$ cat config.mk
export PLATFORM = sky130hd
export DESIGN_NAME = dmem_port_arbiter
export DESIGN_NICKNAME = d
export VERILOG_FILES = /design/src/rtl/dmem_pkg.sv /design/src/rtl/dmem_lane_ctrl.sv /design/src/rtl/dmem_port_arbiter.sv
export SDC_FILE = /design/constraint.sdc
export NUM_CORES = 1
export LEC_CHECK = 0
export ABC_AREA = 1
export CAP_MARGIN = 20
export CORE_MARGIN = 5
export CORE_UTILIZATION = 35
export CTS_BUF_LIST = sky130_fd_sc_hd__clkbuf_16
export CTS_CLUSTER_DIAMETER = 40
export CTS_CLUSTER_SIZE = 10
export DETAILED_ROUTE_END_ITERATION = 8
export DONT_BUFFER_PORTS = 1
export PLACE_DENSITY_LB_ADDON = 0.05
export SYNTH_ARGS = -nofsm -noshare
export SYNTH_HDL_FRONTEND = slang
export SYNTH_SLANG_ARGS = --single-unit
$ cat constraint.sdc
create_clock -name clk -period 1.75 [get_ports clk]
set_input_delay 0.4375 -clock clk [delete_from_list [all_inputs] [get_ports clk]]
set_output_delay 0.4375 -clock clk [all_outputs]
set_load 0.01 [all_outputs]
$ cat src/rtl/dmem_pkg.sv
// Shared types and constants for the data-memory port arbiter.
// Holds funct3 encodings, FSM state and size enums, and the latched request record.
package dmem_pkg;

  localparam int DMEM_ADDR_W = 9;
  localparam int DMEM_DATA_W = 32;

  localparam logic [2:0] F3_B  = 3'b000;
  localparam logic [2:0] F3_H  = 3'b001;
  localparam logic [2:0] F3_W  = 3'b010;
  localparam logic [2:0] F3_BU = 3'b100;
  localparam logic [2:0] F3_HU = 3'b101;

  typedef enum logic [1:0] {
    IDLE,
    ACCESS,
    RESP
  } dmem_state_t;

  typedef enum logic [1:0] {
    SZ_B,
    SZ_H,
    SZ_W
  } dmem_size_t;

  typedef struct packed {
    logic                   we;
    logic [2:0]             funct3;
    logic [DMEM_ADDR_W-1:0] addr;
    logic [DMEM_DATA_W-1:0] wdata;
  } dmem_req_t;

  // Stores only know SB/SH/SW and loads only B/H/W/BU/HU; anything else is a full word.
  function automatic dmem_size_t access_size(input logic we, input logic [2:0] funct3);
    dmem_size_t size;
    size = SZ_W;
    if (we) begin
      case (funct3)
        F3_B:    size = SZ_B;
        F3_H:    size = SZ_H;
        default: size = SZ_W;
      endcase
    end else begin
      case (funct3)
        F3_B, F3_BU: size = SZ_B;
        F3_H, F3_HU: size = SZ_H;
        default:     size = SZ_W;
      endcase
    end
    return size;
  endfunction

endpackage

$ cat src/rtl/dmem_lane_ctrl.sv
// Combinational byte-lane steering for one data-memory access.
// Produces write enables, lane-replicated store data, extended load data and a misalign flag.
module dmem_lane_ctrl
  import dmem_pkg::*;
(
  input  logic        we,
  input  logic [2:0]  funct3,
  input  logic [1:0]  off,
  input  logic [31:0] wdata,
  input  logic [31:0] rdata,
  output logic [3:0]  wr,
  output logic [31:0] wdata_sh,
  output logic [31:0] rdata_ext,
  output logic        misalign
);

  dmem_size_t  size;
  logic [7:0]  byte_sel;
  logic [15:0] half_sel;
  logic        is_unsigned;

  always_comb begin
    size        = access_size(we, funct3);
    is_unsigned = funct3[2];
  end

  always_comb begin
    misalign = 1'b0;
    case (size)
      SZ_H:    misalign = off[0];
      SZ_W:    misalign = |off;
      default: misalign = 1'b0;
    endcase
  end

  // Replicating the store data means every lane the enable picks already holds the right bytes.
  always_comb begin
    wr       = 4'b0000;
    wdata_sh = wdata;
    case (size)
      SZ_B:    wdata_sh = {4{wdata[7:0]}};
      SZ_H:    wdata_sh = {2{wdata[15:0]}};
      default: wdata_sh = wdata;
    endcase
    if (we && !misalign) begin
      case (size)
        SZ_B:    wr = 4'b0001 << off;
        SZ_H:    wr = 4'b0011 << off;
        default: wr = 4'b1111;
      endcase
    end
  end

  always_comb begin
    byte_sel  = rdata[{off, 3'b000} +: 8];
    half_sel  = rdata[{off[1], 4'b0000} +: 16];
    rdata_ext = rdata;
    case (size)
      SZ_B:    rdata_ext = is_unsigned ? {24'd0, byte_sel} : {{24{byte_sel[7]}}, byte_sel};
      SZ_H:    rdata_ext = is_unsigned ? {16'd0, half_sel} : {{16{half_sel[15]}}, half_sel};
      default: rdata_ext = rdata;
    endcase
  end

endmodule

$ cat src/rtl/dmem_port_arbiter.sv
// Two-port arbiter and 3-state access sequencer in front of the negedge-clocked word data memory.
// Define DMEM_ARB_RR_EN for round-robin arbitration; otherwise port 0 has fixed priority.
module dmem_port_arbiter
  import dmem_pkg::*;
#(
  parameter int DM_ADDRESS = DMEM_ADDR_W,
  parameter int DATA_W     = DMEM_DATA_W
) (
  input  logic                       clk,
  input  logic                       rst,
  input  logic [1:0]                 req_valid,
  output logic [1:0]                 req_ready,
  input  logic [1:0]                 req_we,
  input  logic [1:0][2:0]            req_funct3,
  input  logic [1:0][DM_ADDRESS-1:0] req_addr,
  input  logic [1:0][DATA_W-1:0]     req_wdata,
  output logic [1:0]                 rsp_valid,
  output logic [DATA_W-1:0]          rsp_rdata,
  output logic                       rsp_err,
  output logic [DM_ADDRESS-1:0]      mem_addr,
  output logic [DATA_W-1:0]          mem_wdata,
  output logic [3:0]                 mem_wr,
  input  logic [DATA_W-1:0]          mem_rdata
);

  dmem_state_t state;
  dmem_req_t   lat;
  logic        lat_id;
  logic        gnt;

  logic [3:0]        lane_wr;
  logic [DATA_W-1:0] lane_wdata;
  logic [DATA_W-1:0] lane_rdata;
  logic              lane_misalign;

`ifdef DMEM_ARB_RR_EN
  logic ptr;

  always_comb begin
    gnt = ptr ? req_valid[1] : ~req_valid[0];
  end
`else
  always_comb begin
    gnt = ~req_valid[0];
  end
`endif

  // Ready is suppressed under reset so a requester never sees a handshake the FSM then discards.
  always_comb begin
    req_ready = 2'b00;
    if (state == IDLE && !rst && |req_valid) begin
      req_ready = gnt ? 2'b10 : 2'b01;
    end
  end

  dmem_lane_ctrl u_lane (
    .we        (lat.we),
    .funct3    (lat.funct3),
    .off       (lat.addr[1:0]),
    .wdata     (lat.wdata),
    .rdata     (mem_rdata),
    .wr        (lane_wr),
    .wdata_sh  (lane_wdata),
    .rdata_ext (lane_rdata),
    .misalign  (lane_misalign)
  );

  always_comb begin
    mem_addr  = {lat.addr[DM_ADDRESS-1:2], 2'b00};
    mem_wdata = lane_wdata;
    mem_wr    = (state == ACCESS) ? lane_wr : 4'b0000;
  end

  always_ff @(posedge clk) begin
    if (rst) begin
      state     <= IDLE;
      lat       <= '0;
      lat_id    <= 1'b0;
      rsp_valid <= 2'b00;
      rsp_rdata <= '0;
      rsp_err   <= 1'b0;
`ifdef DMEM_ARB_RR_EN
      ptr       <= 1'b0;
`endif
    end else begin
      case (state)
        IDLE: begin
          rsp_valid <= 2'b00;
          if (|req_valid) begin
            lat.we     <= req_we[gnt];
            lat.funct3 <= req_funct3[gnt];
            lat.addr   <= req_addr[gnt];
            lat.wdata  <= req_wdata[gnt];
            lat_id     <= gnt;
            state      <= ACCESS;
`ifdef DMEM_ARB_RR_EN
            ptr        <= ~gnt;
`endif
          end
        end
        // mem_rdata already reflects the negedge read of this cycle's address.
        ACCESS: begin
          rsp_valid <= lat_id ? 2'b10 : 2'b01;
          rsp_rdata <= (lat.we || lane_misalign) ? '0 : lane_rdata;
          rsp_err   <= lane_misalign;
          state     <= RESP;
        end
        RESP: begin
          rsp_valid <= 2'b00;
          state     <= IDLE;
        end
        default: begin
          rsp_valid <= 2'b00;
          state     <= IDLE;
        end
      endcase
    end
  end

endmodule

==> summary.md, run 1 <==
| Metric | Value |
|---|---|
| Outcome | `finished with violations` |
| Failing checks | `negative setup slack` |
| Yosys warns | `0` |
| Port bufs | `0` |
| H-tree depth | `3` |
| TritonRoute pass-1 iters | `4` |
| Clock buffer depth | `2` |
| Clock Pin Slew Worst Setup and Hold Paths | `60 ps` |
| Post-Route WL | `15,000 um` |
| Antenna cells | `0` |
| Hold-fix buffers, CTS | `0` |
| Power Density | `1010 nW/um^2` |
| CP startpoint kind | `register` |
| CP Class | `reg2out` |
| Sink Count | `83` |
| RePlAce Congestion | `0.885` |
| Seq pwr share | `41.0%` |
| WP data required | `1310 ps` |
| Final min period | `1970 ps` |
| Vias in the first global route | `4,106` |
| Post-Syn Instances | `626` |
| Layout fillers | `1,378` |
| DR vias | `4,164` |
| Synth Register Bits | `83` |
| CTS Buf Count | `9` |
| Fin. Hold Viols | `0` |
| Clk pwr share | `31.8%` |
| Top post-synthesis cells by area | `dfxtp_1, nand2_1, mux2i_1, o21ai_0, inv_1` |
| Antenna violations before repair | `0` |
| Max-cap violations | `0` |
| Combinational fraction of design power | `27.2%` |
| Top Ports | `208` |
| Tcrit/Tclk final | `113%` |
| Slowest cell on crit path | `dfxtp_2` |
| First-pass GRT wire length | `21,700 um` |
| Internal power | `3.62 mW` |
| WL/cell | `18.5 um` |
| Leakage | `2.22 nW` |
| Switching power | `1.84 mW` |
| Die Y-Extent | `123 um` |
| Max stage delay on crit path | `330 ps` |
| CP Max Fanout | `6` |
| Max-slew violations | `0` |
| EDFF count, synth | `0` |
| Mapped Area | `4470 um^2` |
| Fin cells | `814` |
| Crit path capture type | `output pin` |
| DRC | `0` |
| Synth async-reset ratio | `0%` |
| DP Worst Slack | `57.7 ps` |
| Die Area | `15,100 um^2` |
| GR Overflow Total | `0` |
| List of most frequent post-synthesis cells | `nand2_1, dfxtp_1, o21ai_0` |
| RSZ-0062 raised after global routing | `yes` |
| Max IR drop VDD | `0.388 mV` |
| Most used cell, CP | `buf_12` |
| Critical-path cell list | `nand2_4 -> nand2_8 -> nor2_4 -> buf_12 -> buf_12 -> nand2_2 -> o21ai_1 -> buf_4` |
| Maximum operating frequency | `508 MHz` |
| Num rows | `41` |
| Synth cell types | `35` |
| Post-DP HPWL | `11,100 um` |
| CTS tree | `done` |
| DRT antenna net count | `0` |
| P&R area growth vs syn | `21.1%` |
| Via/cell ratio | `5.12` |
| Critical path arrival | `1530 ps` |
| Worst hold path type | `in2reg` |
| Nets | `763` |
| Synth Area per Inst | `7.14 um^2` |
| Final setup violation count | `28` |
| GRT Util Overall | `18.9%` |
| Final Worst Setup Slack | `-220 ps` |
| Initial cell density of the core | `35.5%` |
| Synth Flop Type | `dfxtp_1` |
| CTS root buf | `clkbuf_16` |
| Placed Cells | `779` |
| Fin Clk Skew | `7.27 ps` |
| Share of post-route cells with drive strength above 1 | `23.7%` |
| Cell taking the most area after synthesis | `dfxtp_1` |
| Skew-Pair Late Insertion Delay | `340 ps` |
| Yosys top cell area share | `37.2%` |
| Count leader, synth | `nand2_1` |
| Initial drt markers | `235` |
| Core area | `12,600 um^2` |
| Sw Share | `33.7%` |
| Largest net degree at the start of global routing | `39` |
| Die width | `123 um` |
| Seq/Total Area, Yosys | `37.2%` |
==> power by group through the flow <==
stage	combinational [mW]	clock (mW)	sequential, mW
after global routing	1.64	1.88	2.26
after CTS	1.35	1.80	2.24
after global placement	1.16	0	2.27
final	1.49	1.74	2.24
after detailed placement	1.17	0	2.27
after floorplan	0.958	0	2.21
==> final timing paths <==
check                       start                    endpoint  slack, ps  cells after the start
min reg2reg   lat_id$_SDFFE_PP0P_     rsp_valid[0]$_SDFF_PP0_        430                      1
max reg2reg  lat[43]$_SDFFE_PP0P_  rsp_rdata[24]$_SDFFE_PP0P_         40                     11
min                           rst  rsp_rdata[31]$_SDFFE_PP0P_        160                      1
max          lat[43]$_SDFFE_PP0P_               mem_wdata[15]       -220                      8
==> metal layers <==
layer  GRT usage (%)  up-vias  share of wire, %
met5               0        -                 0
met4            7.20        0               1.7
met3            5.95       14               8.8
met2            33.1      158                51
met1            21.5     1917                38
li1                -     2075                 -
==> layout by cell type (no fill, tap or decap), types with 5 or more instances in the layout <==
master	count
nand2_1	162
o21ai_0	42
nand2_4	5
mux2i_1	30
o211ai_1	9
nor2_1	22
nand3_1	31
buf_4	43
o21ai_2	5
dfxtp_2	6
nand4_1	6
o22ai_1	21
nor2_4	6
inv_1	46
a21oi_1	28
dfxtp_1	77
a21oi_2	14
o21ai_1	5
nand2_2	16
o21ai_4	8
clkbuf_16	10
==> logic make-up (layout without fill, tap and decap cells) <==
group / Yosys count / count (layout) / synth area share (%)
and+or+nand+nor: 264 / 266 / 26.0
buffers and inverters: 111 / 124 / 12.3
DFF: 83 / 83 / 37.2
AOI/OAI and AO/OA: 137 / 137 / 17.8
other: 1 / 2 / 0.0840
muxes: 30 / 30 / 6.72
==> flip-flops by register name (all words and copies together) (netlist names) <==
signal	flops
lat	38
lat_id	1
mem_addr	7
rsp_err	1
rsp_rdata	32
rsp_valid	2
state	2
==> through the flow <==
stage               hold slack [ps]  util, %  TNS (ps)  total power [mW]  instance area (um^2)
finish                          160     43.0     -3430              5.46                  5410
global route                    144     43.0     -5630              5.78                  5410
CTS                             144     41.2     -4120              5.39                  5180
detailed placement              424     37.0         0              3.44                  4650
global placement                408     37.0         0              3.43                  4650
floorplan                       401        -         0              3.17                  4480
==> critical path, delay by kind of cell, from the launching register on <==
| family | cells | cell delay [ps] |
|---|---|---|
| AOI/OAI and AO/OA | 1 | 80 |
| buffers and inverters | 3 | 400 |
| DFF | 1 | 330 |
| and+or+nand+nor | 4 | 380 |
==> final cells by class <==
class,count,area [um^2],share of cell area [%]
Clock inverter,7,42.5,0.786
Clock buffer,9,225,4.16
Multi-Input combinational cell,435,2550,47.1
Inverter,57,235,4.35
Timing Repair Buffer,51,474,8.77
Tap cell,172,215,3.98
Sequential cell,83,1670,30.9
==> repair_timing <==
item                                    in CTS  in global routing
buffers inserted                            11                  3
pin swaps                                    4                  5
endpoints found under the setup margin      30                 45
cloned                                       1                  4
gates resized for setup                     59                 32
Note: power is estimated with default switching activity, not from simulation.
==> run 2: changes to the inputs <==
SYNTH_HIERARCHICAL = 1   (was not set)
==> summary.md, run 2 <==
| Metric | Value |
|---|---|
| Nets | `1,005 (+32%)` |
| Share of post-route cells with drive strength above 1 | `17.8% (-5.9 points)` |
| Synth Register Bits | `83 (unchanged)` |
| Seq/Total Area, Yosys | `31.1% (-6.1 points)` |
| Port bufs | `0 (unchanged)` |
| Hold-fix buffers, CTS | `0 (unchanged)` |
| First-pass GRT wire length | `26,200 um (+21%)` |
| Sink Count | `83 (unchanged)` |
| Final min period | `1870 ps (-98.1 ps)` |
| Fin Clk Skew | `6.96 ps (-0.310 ps)` |
| Hold worst-path end | `state[1]$_SDFFE_PP0P_` |
| Outcome | `finished with violations` |
| Max-cap violations | `0 (unchanged)` |
| GR Overflow Total | `0 (unchanged)` |
| Cell taking the most area after synthesis | `dfxtp_1` |
| Max-slew violations | `0 (unchanged)` |
| Post-Synth Adder-Cell Area | `0% (unchanged)` |
| Max stage delay on crit path | `320 ps (about the same)` |
| Failing checks | `negative setup slack` |
| Antenna cells | `0 (unchanged)` |
| DR vias | `5,329 (+28%)` |
| Post-DP HPWL | `12,600 um (+13%)` |
| Total power draw | `6.03 mW (+10%)` |
| Clock buffer depth | `2 (unchanged)` |
| Synth Flop Type | `dfxtp_1` |
| Leakage | `3.10 nW (+40%)` |
| DRC | `0 (unchanged)` |
| DP Area | `5420 um^2 (+17%)` |
| Post-Route WL | `17,300 um (+15%)` |
| R2R setup slack | `110 ps (+70 ps)` |
| CP Max Fanout | `3 (-3)` |
| Multiplexer share of the synthesized area | `0% (-6.7 points)` |
| Hold Path Depth | `1 (unchanged)` |
| Tcrit/Tclk final | `107% (-5.6 points)` |
| Synth async-reset ratio | `0% (unchanged)` |
| Largest family of logic cells by synthesized area | `simple AND/OR/NAND/NOR gates` |
| Fin. Hold Viols | `0 (unchanged)` |
| DRT antenna net count | `0 (unchanged)` |
| CTS root buf | `clkbuf_16` |
| Core area | `15,100 um^2 (+20%)` |
| Num rows | `45 (+9.8%)` |
| Worst r2r dst | `rsp_rdata[30]$_SDFFE_PP0N_` |
| Critical-path cell list | `inv_2 -> buf_6 -> nand3_4 -> clkinv_2 -> nand3_1 -> a21oi_2 -> inv_2 -> nor2_4` |
| Post-Syn Instances | `899 (+44%)` |
| Max reg flops | `38 (unchanged)` |
| Synth Area per Inst | `5.94 um^2 (-17%)` |
| Max IR drop VDD | `0.498 mV (+28%)` |
| Hold wc startpoint | `rst` |
| Commonest non-fill, non-tap cells in the layout | `nand2_1, nor2_1, dfxtp_1` |
| Maximum operating frequency | `534 MHz (+5.2%)` |
| Vias in the first global route | `4,985 (+21%)` |
| Reg with most FFs | `lat` |
| Slowest cell on crit path | `dfxtp_2` |
| Skew-Pair Late Insertion Delay | `340 ps (about the same)` |
| Top Ports | `208 (unchanged)` |
| Die Y-Extent | `133 um (+8.6%)` |
| RePlAce Congestion | `0.856 (-3.3%)` |
| H-tree depth | `3 (unchanged)` |
| WP data required | `1310 ps (about the same)` |
| Synth Area in XOR/XNOR | `0% (unchanged)` |
| TritonRoute pass-1 iters | `5 (+1)` |
| CTS Buf Count | `9 (unchanged)` |
| Via/cell ratio | `4.97 (-2.8%)` |
| Yosys top cell area share | `31.1% (-6.1 points)` |
| Antenna violations before repair | `0 (unchanged)` |
| Synth Area in Compound Gates | `13.2% (-4.6 points)` |
| EDFF count, synth | `0 (unchanged)` |
| CP bufs+invs | `4 (+1)` |
| Top post-synthesis cells by area | `dfxtp_1, nand2_1, nor2_1, inv_1, a21oi_1` |
| Crit path max-delay family | `buffers and inverters` |
| Finished Cell Area | `6200 um^2 (+15%)` |
| Crit path capture type | `output pin` |
| Most used cell, CP | `inv_2` |
| Clock Pin Slew Worst Setup and Hold Paths | `60 ps (about the same)` |
| Power Density | `973 nW/um^2 (-3.6%)` |
| Count leader, synth | `nand2_1` |
| Worst hold path type | `in2reg` |
| Die Area | `17,800 um^2 (+18%)` |
| CTS tree | `done` |
| Initial cell density of the core | `35.4% (-0.17 points)` |
| Slew headroom | `63.8%` |
| R2r startpoint | `lat[33]$_SDFFE_PP0P_` |
| Crit path from | `lat[42]$_SDFFE_PP0P_` |
| Mapped Area | `5340 um^2 (+19%)` |
| Simple-gate share of the synthesized area | `40.8% (+15 points)` |
| Tightest Pin Transition | `540 ps` |
| P&R area growth vs syn | `16.1%` |
| Hold Worst Slack | `169 ps (+8.83 ps)` |
| Initial drt markers | `343 (+46%)` |
| Layout fillers | `1,674 (+21%)` |
| Reg2Reg Depth | `6 (-5)` |
| Final Worst Setup Slack | `-122 ps (+98.1 ps)` |
| Yosys warns | `6 (+6)` |
| Largest net degree at the start of global routing | `92 (+140%)` |
| Most common cell after layout, fill and taps aside | `nand2_1` |
| RSZ-0062 raised after global routing | `yes` |
| Critical path arrival | `1430 ps (-100 ps)` |
| CP startpoint kind | `register` |
| List of most frequent post-synthesis cells | `nand2_1, nor2_1, dfxtp_1` |
| Final setup violation count | `26 (-7.1%)` |
| Die width | `133 um (+8.6%)` |
| Synth cell types | `29 (-17%)` |
| GRT Util Overall | `18.3% (-0.60 points)` |
| WL/cell | `16.1 um (-13%)` |
| CP Class | `reg2out` |
[run 2: timing repair]
action                                 4_1_cts  5_1_grt
endpoints found under the hold margin        0        0
gates resized for setup                     65       59
setup endpoints to repair                   28       56
cloned                                       1        1
buffers inserted                             7        5
pin swaps                                   17       22
[run 2: worst max-delay path by stage]
stage,end,slack [ps],cells after the start
6_report,mem_wr[2],-120,8
5_1_grt,mem_wr[2],-190,8
4_1_cts,mem_wr[2],-170,8
3_5_place_dp,mem_wr[2],50,7
3_3_place_gp,mem_wr[0],110,7
2_1_floorplan,mem_wr[0],60,9
[run 2: cells by family after synthesis]
group                  count (synthesis)
other                                  1
AOI/OAI and AO/OA                    121
and+or+nand+nor                      538
buffers and inverters                156
DFF                                   83
[run 2: worst reg2reg max path, stage by stage, from the launching register on]
cell,delay (ps)
dfxtp_1,310
buf_4,210
o21ai_1,480
nand3_2,240
nand3_1,150
a21oi_1,80
nor2_1,100
[run 2: layer usage]
layer / global-route usage (%) / vias up / part of all wire [%]
li1: - / 2719 / -
met1: 24.2 / 2404 / 45
met2: 28.7 / 183 / 45
met3: 5.97 / 23 / 8.0
met4: 5.31 / 0 / 1.9
met5: 0 / - / 0
[run 2: layout make-up]
| type | count | area [um^2] | area share, % |
|---|---|---|---|
| multi-input cells | 662 | 3240 | 52.3 |
| flip-flops and latches | 83 | 1670 | 27.0 |
| repair buffers | 44 | 482 | 7.77 |
| inverters | 79 | 305 | 4.93 |
| well taps | 188 | 235 | 3.80 |
| clock buffers | 9 | 225 | 3.63 |
| clock inverters | 7 | 37.5 | 0.606 |
[run 2: power breakdown]
group	leakage (nW)	internal, mW	switching, mW	total [mW]
clock network	0.134	0.943	0.778	1.72
logic	2.28	0.757	1.21	1.96
registers	0.688	2.10	0.243	2.34
total	3.10	3.80	2.23	6.03
[run 2: per-stage QoR]
stage | utilization, % | worst slack, ps | std cells | TNS (ps)
global route | 41.1 | -194 | 1072 | -3540
floorplan | - | 56.9 | 900 | 0
CTS | 39.5 | -173 | 1067 | -3320
finish | 41.1 | -122 | 1072 | -1640
detailed placement | 35.9 | 47.1 | 1043 | 0
global placement | 35.9 | 110 | 1043 | 0
==> run 3: changes to the inputs <==
ABC_AREA = not set   (was 1)
==> summary.md, run 3 <==
| Metric | Value |
|---|---|
| Hold Path Depth | `1 (unchanged)` |
| Sink Count | `83 (unchanged)` |
| Die Y-Extent | `129 um (-3.3%)` |
| Fin util | `44.5% (+3.5 points)` |
| Crit path max-delay family | `buffers and inverters` |
| Count leader, synth | `dfxtp_1` |
| P&R area growth vs syn | `24.5%` |
| Top post-synthesis cells by area | `dfxtp_1, mux2i_1, a211oi_2, a21oi_1, nand2_1` |
| Critical path arrival | `1580 ps (+150 ps)` |
| Synth cell types | `45 (+55%)` |
| GR Overflow Total | `0 (unchanged)` |
| Skew-Pair Late Insertion Delay | `350 ps (about the same)` |
| RePlAce Congestion | `0.779 (-9.0%)` |
| Multi-input logic area | `3200 um^2 (-1.4%)` |
| Die width | `129 um (-3.3%)` |
| Post-DP HPWL | `12,100 um (-3.9%)` |
| Antenna cells | `0 (unchanged)` |
| Layout fillers | `1,351 (-19%)` |
| Maximum operating frequency | `495 MHz (-7.4%)` |
| RSZ-0062 raised after global routing | `yes` |
| Vias in the first global route | `4,286 (-14%)` |
| Worst path depth | `7 (-1)` |
| Final Worst Setup Slack | `-271 ps (-149 ps)` |
| Synth Register Bits | `83 (unchanged)` |
| Initial drt markers | `216 (-37%)` |
| Num rows | `43 (-4.4%)` |
| Critical-path cell list | `buf_4 -> buf_6 -> a21oi_4 -> buf_6 -> nand3_2 -> a21boi_1 -> and2_4` |
| Slew headroom | `67.0% (+3.3 points)` |
| CTS tree | `done` |
| Yosys top cell area share | `33.5% (+2.3 points)` |
| Outcome | `finished with violations` |
| Largest net degree at the start of global routing | `85 (-7.6%)` |
| Seq/Total Area, Yosys | `33.5% (+2.3 points)` |
| Fin. Hold Viols | `0 (unchanged)` |
| Setup TNS | `-5830 ps (-4190 ps)` |
| CP Max Fanout | `5 (+2)` |
| Hold-fix buffers, CTS | `0 (unchanged)` |
| Worst hold path type | `in2reg` |
| GRT Util Overall | `19.8% (+1.5 points)` |
| CP bufs+invs | `3 (-1)` |
| Reg2Reg Depth | `10 (+4)` |
| CTS Buf Count | `9 (unchanged)` |
| Total power draw | `6.56 mW (+8.8%)` |
| Final min period | `2020 ps (+149 ps)` |
| Clock buffer depth | `2 (unchanged)` |
| CP startpoint kind | `register` |
| Most used cell, CP | `buf_6` |
| Cell taking the most area after synthesis | `dfxtp_1` |
| Synth async-reset ratio | `0% (unchanged)` |
| Post-Route WL | `17,300 um (about the same)` |
| Share of post-route cells with drive strength above 1 | `40.1% (+22 points)` |
| First-pass GRT wire length | `25,400 um (-3.2%)` |
| Max IR drop VDD | `0.562 mV (+13%)` |
| Nets | `689 (-31%)` |
| Most common cell after layout, fill and taps aside | `dfxtp_1` |
| Max-cap violations | `0 (unchanged)` |
| Finished Cell Area | `6180 um^2 (-0.24%)` |
| Simple-gate share of the synthesized area | `12.0% (-29 points)` |
| DP Area | `5230 um^2 (-3.4%)` |
| WP data required | `1310 ps (about the same)` |
| Synth Area in XOR/XNOR | `0.529% (+0.53 points)` |
| Placed Cells | `715 (-31%)` |
| DP Worst Slack | `-37.4 ps (-84.5 ps)` |
| Final setup violation count | `58 (+120%)` |
| Crit path capture type | `output pin` |
| TritonRoute pass-1 iters | `4 (-1)` |
| Leakage | `2.37 nW (-24%)` |
| Yosys warns | `6 (unchanged)` |
| Tcrit/Tclk final | `115% (+8.5 points)` |
| Fin cells | `748 (-30%)` |
| Via/cell ratio | `5.69 (+15%)` |
| Power Density | `1060 nW/um^2 (+9.0%)` |
| Max reg flops | `38 (unchanged)` |
| Synth Area in Compound Gates | `28.9% (+16 points)` |
| CTS root buf | `clkbuf_16` |
| WL/cell | `23.1 um (+43%)` |
| Slowest cell on crit path | `dfxtp_2` |
| Largest family of logic cells by synthesized area | `compound AO/OA/AOI/OAI gates` |
| DRC | `0 (unchanged)` |
| Core area | `13,900 um^2 (-8.0%)` |
| Multiplexer share of the synthesized area | `15.2% (+15 points)` |
| Antenna violations before repair | `0 (unchanged)` |
| Mapped Area | `4970 um^2 (-6.9%)` |
| Tightest Pin Transition | `490 ps (-49.3 ps)` |
| Post-Syn Instances | `557 (-38%)` |
| Commonest non-fill, non-tap cells in the layout | `dfxtp_1, a21oi_1, mux2i_1` |
| EDFF count, synth | `0 (unchanged)` |
| Top Ports | `208 (unchanged)` |
| Fin Clk Skew | `3.38 ps (-3.58 ps)` |
| CP Class | `reg2out` |
| Port bufs | `0 (unchanged)` |
| Synth Flop Type | `dfxtp_1` |
| Max-slew violations | `0 (unchanged)` |
| Die Area | `16,700 um^2 (-6.4%)` |
| H-tree depth | `3 (unchanged)` |
| Max stage delay on crit path | `320 ps (about the same)` |
| DR vias | `4,259 (-20%)` |
| Hold Worst Slack | `158 ps (-11.2 ps)` |
| Clock Pin Slew Worst Setup and Hold Paths | `60 ps (about the same)` |
| List of most frequent post-synthesis cells | `dfxtp_1, nand2_1, a21oi_1` |
| Reg with most FFs | `lat` |
| DRT antenna net count | `0 (unchanged)` |
| Failing checks | `negative setup slack` |
| Initial cell density of the core | `35.8% (+0.41 points)` |
| Reg area | `1680 um^2 (+0.30%)` |
| Post-Synth Adder-Cell Area | `0% (unchanged)` |
| Synth Area per Inst | `8.92 um^2 (+50%)` |
==> run 3: cell count changes after synthesis, sizes merged, moves of 8 or more <==
cell | before | now
nand2 | 346 | 69
nor2 | 134 | 44
inv | 78 | 8
mux2i | 0 | 54
nand3 | 49 | 1
a211oi | 0 | 47
a22oi | 0 | 32
o21ai | 49 | 18
o211ai | 21 | 0
o22ai | 0 | 14
buf | 63 | 54
mux4 | 0 | 8
==> run 3: what timing repair did <==
item / CTS / global route
setup buffers: 8 / 8
gates cloned: 1 / 3
hold endpoints to repair: 0 / 0
setup endpoints to repair: 60 / 62
pin swaps: 10 / 53
resized for setup: 23 / 100
==> run 3: power breakdown <==
group          internal, mW  total, mW  leakage, nW  switching, mW
Sequential             2.08       2.27        0.686          0.193
Clock                  1.38       2.16        0.168          0.782
Combinational         0.979       2.12         1.51           1.14
==> run 3: routing by layer <==
layer	share of wire, %	GRT usage, %	wire (um)	vias up
met2	51	33.5	8790	164
li1	-	-	-	2017
met4	2.1	6.92	366	0
met3	9.5	7.34	1640	18
met5	0	0	0	-
met1	38	23.0	6500	2060
==> run 3: worst paths after layout <==
check / from / to / slack [ps]
max: lat[44]$_SDFFE_PP0P_ / mem_wr[3] / -270
min: rst / mem_addr[4]$_SDFFE_PP0P_ / 160
max reg2reg: lat[44]$_SDFFE_PP0P_ / rsp_rdata[9]$_SDFFE_PP0N_ / -50
min reg2reg: lat_id$_SDFFE_PP0P_ / rsp_valid[0]$_SDFF_PP0_ / 450
==> run 3: cells by family (layout without fill, tap and decap cells) <==
kind of cell | count (synthesis) | count (layout)
buf+inv | 83 | 93
mux | 64 | 64
compound gates | 187 | 187
simple gates | 136 | 136
flops | 83 | 83
other cells | 1 | 2
xor+xnor | 3 | 3
==> run 3: final cells by class <==
cell class / count / area share [%]
clock buffers: 9 / 3.64
clock inverters: 7 / 1.74
inverters: 8 / 0.486
multi-input cells: 392 / 51.7
flip-flops and latches: 83 / 27.1
well taps: 180 / 3.64
repair buffers: 69 / 11.7
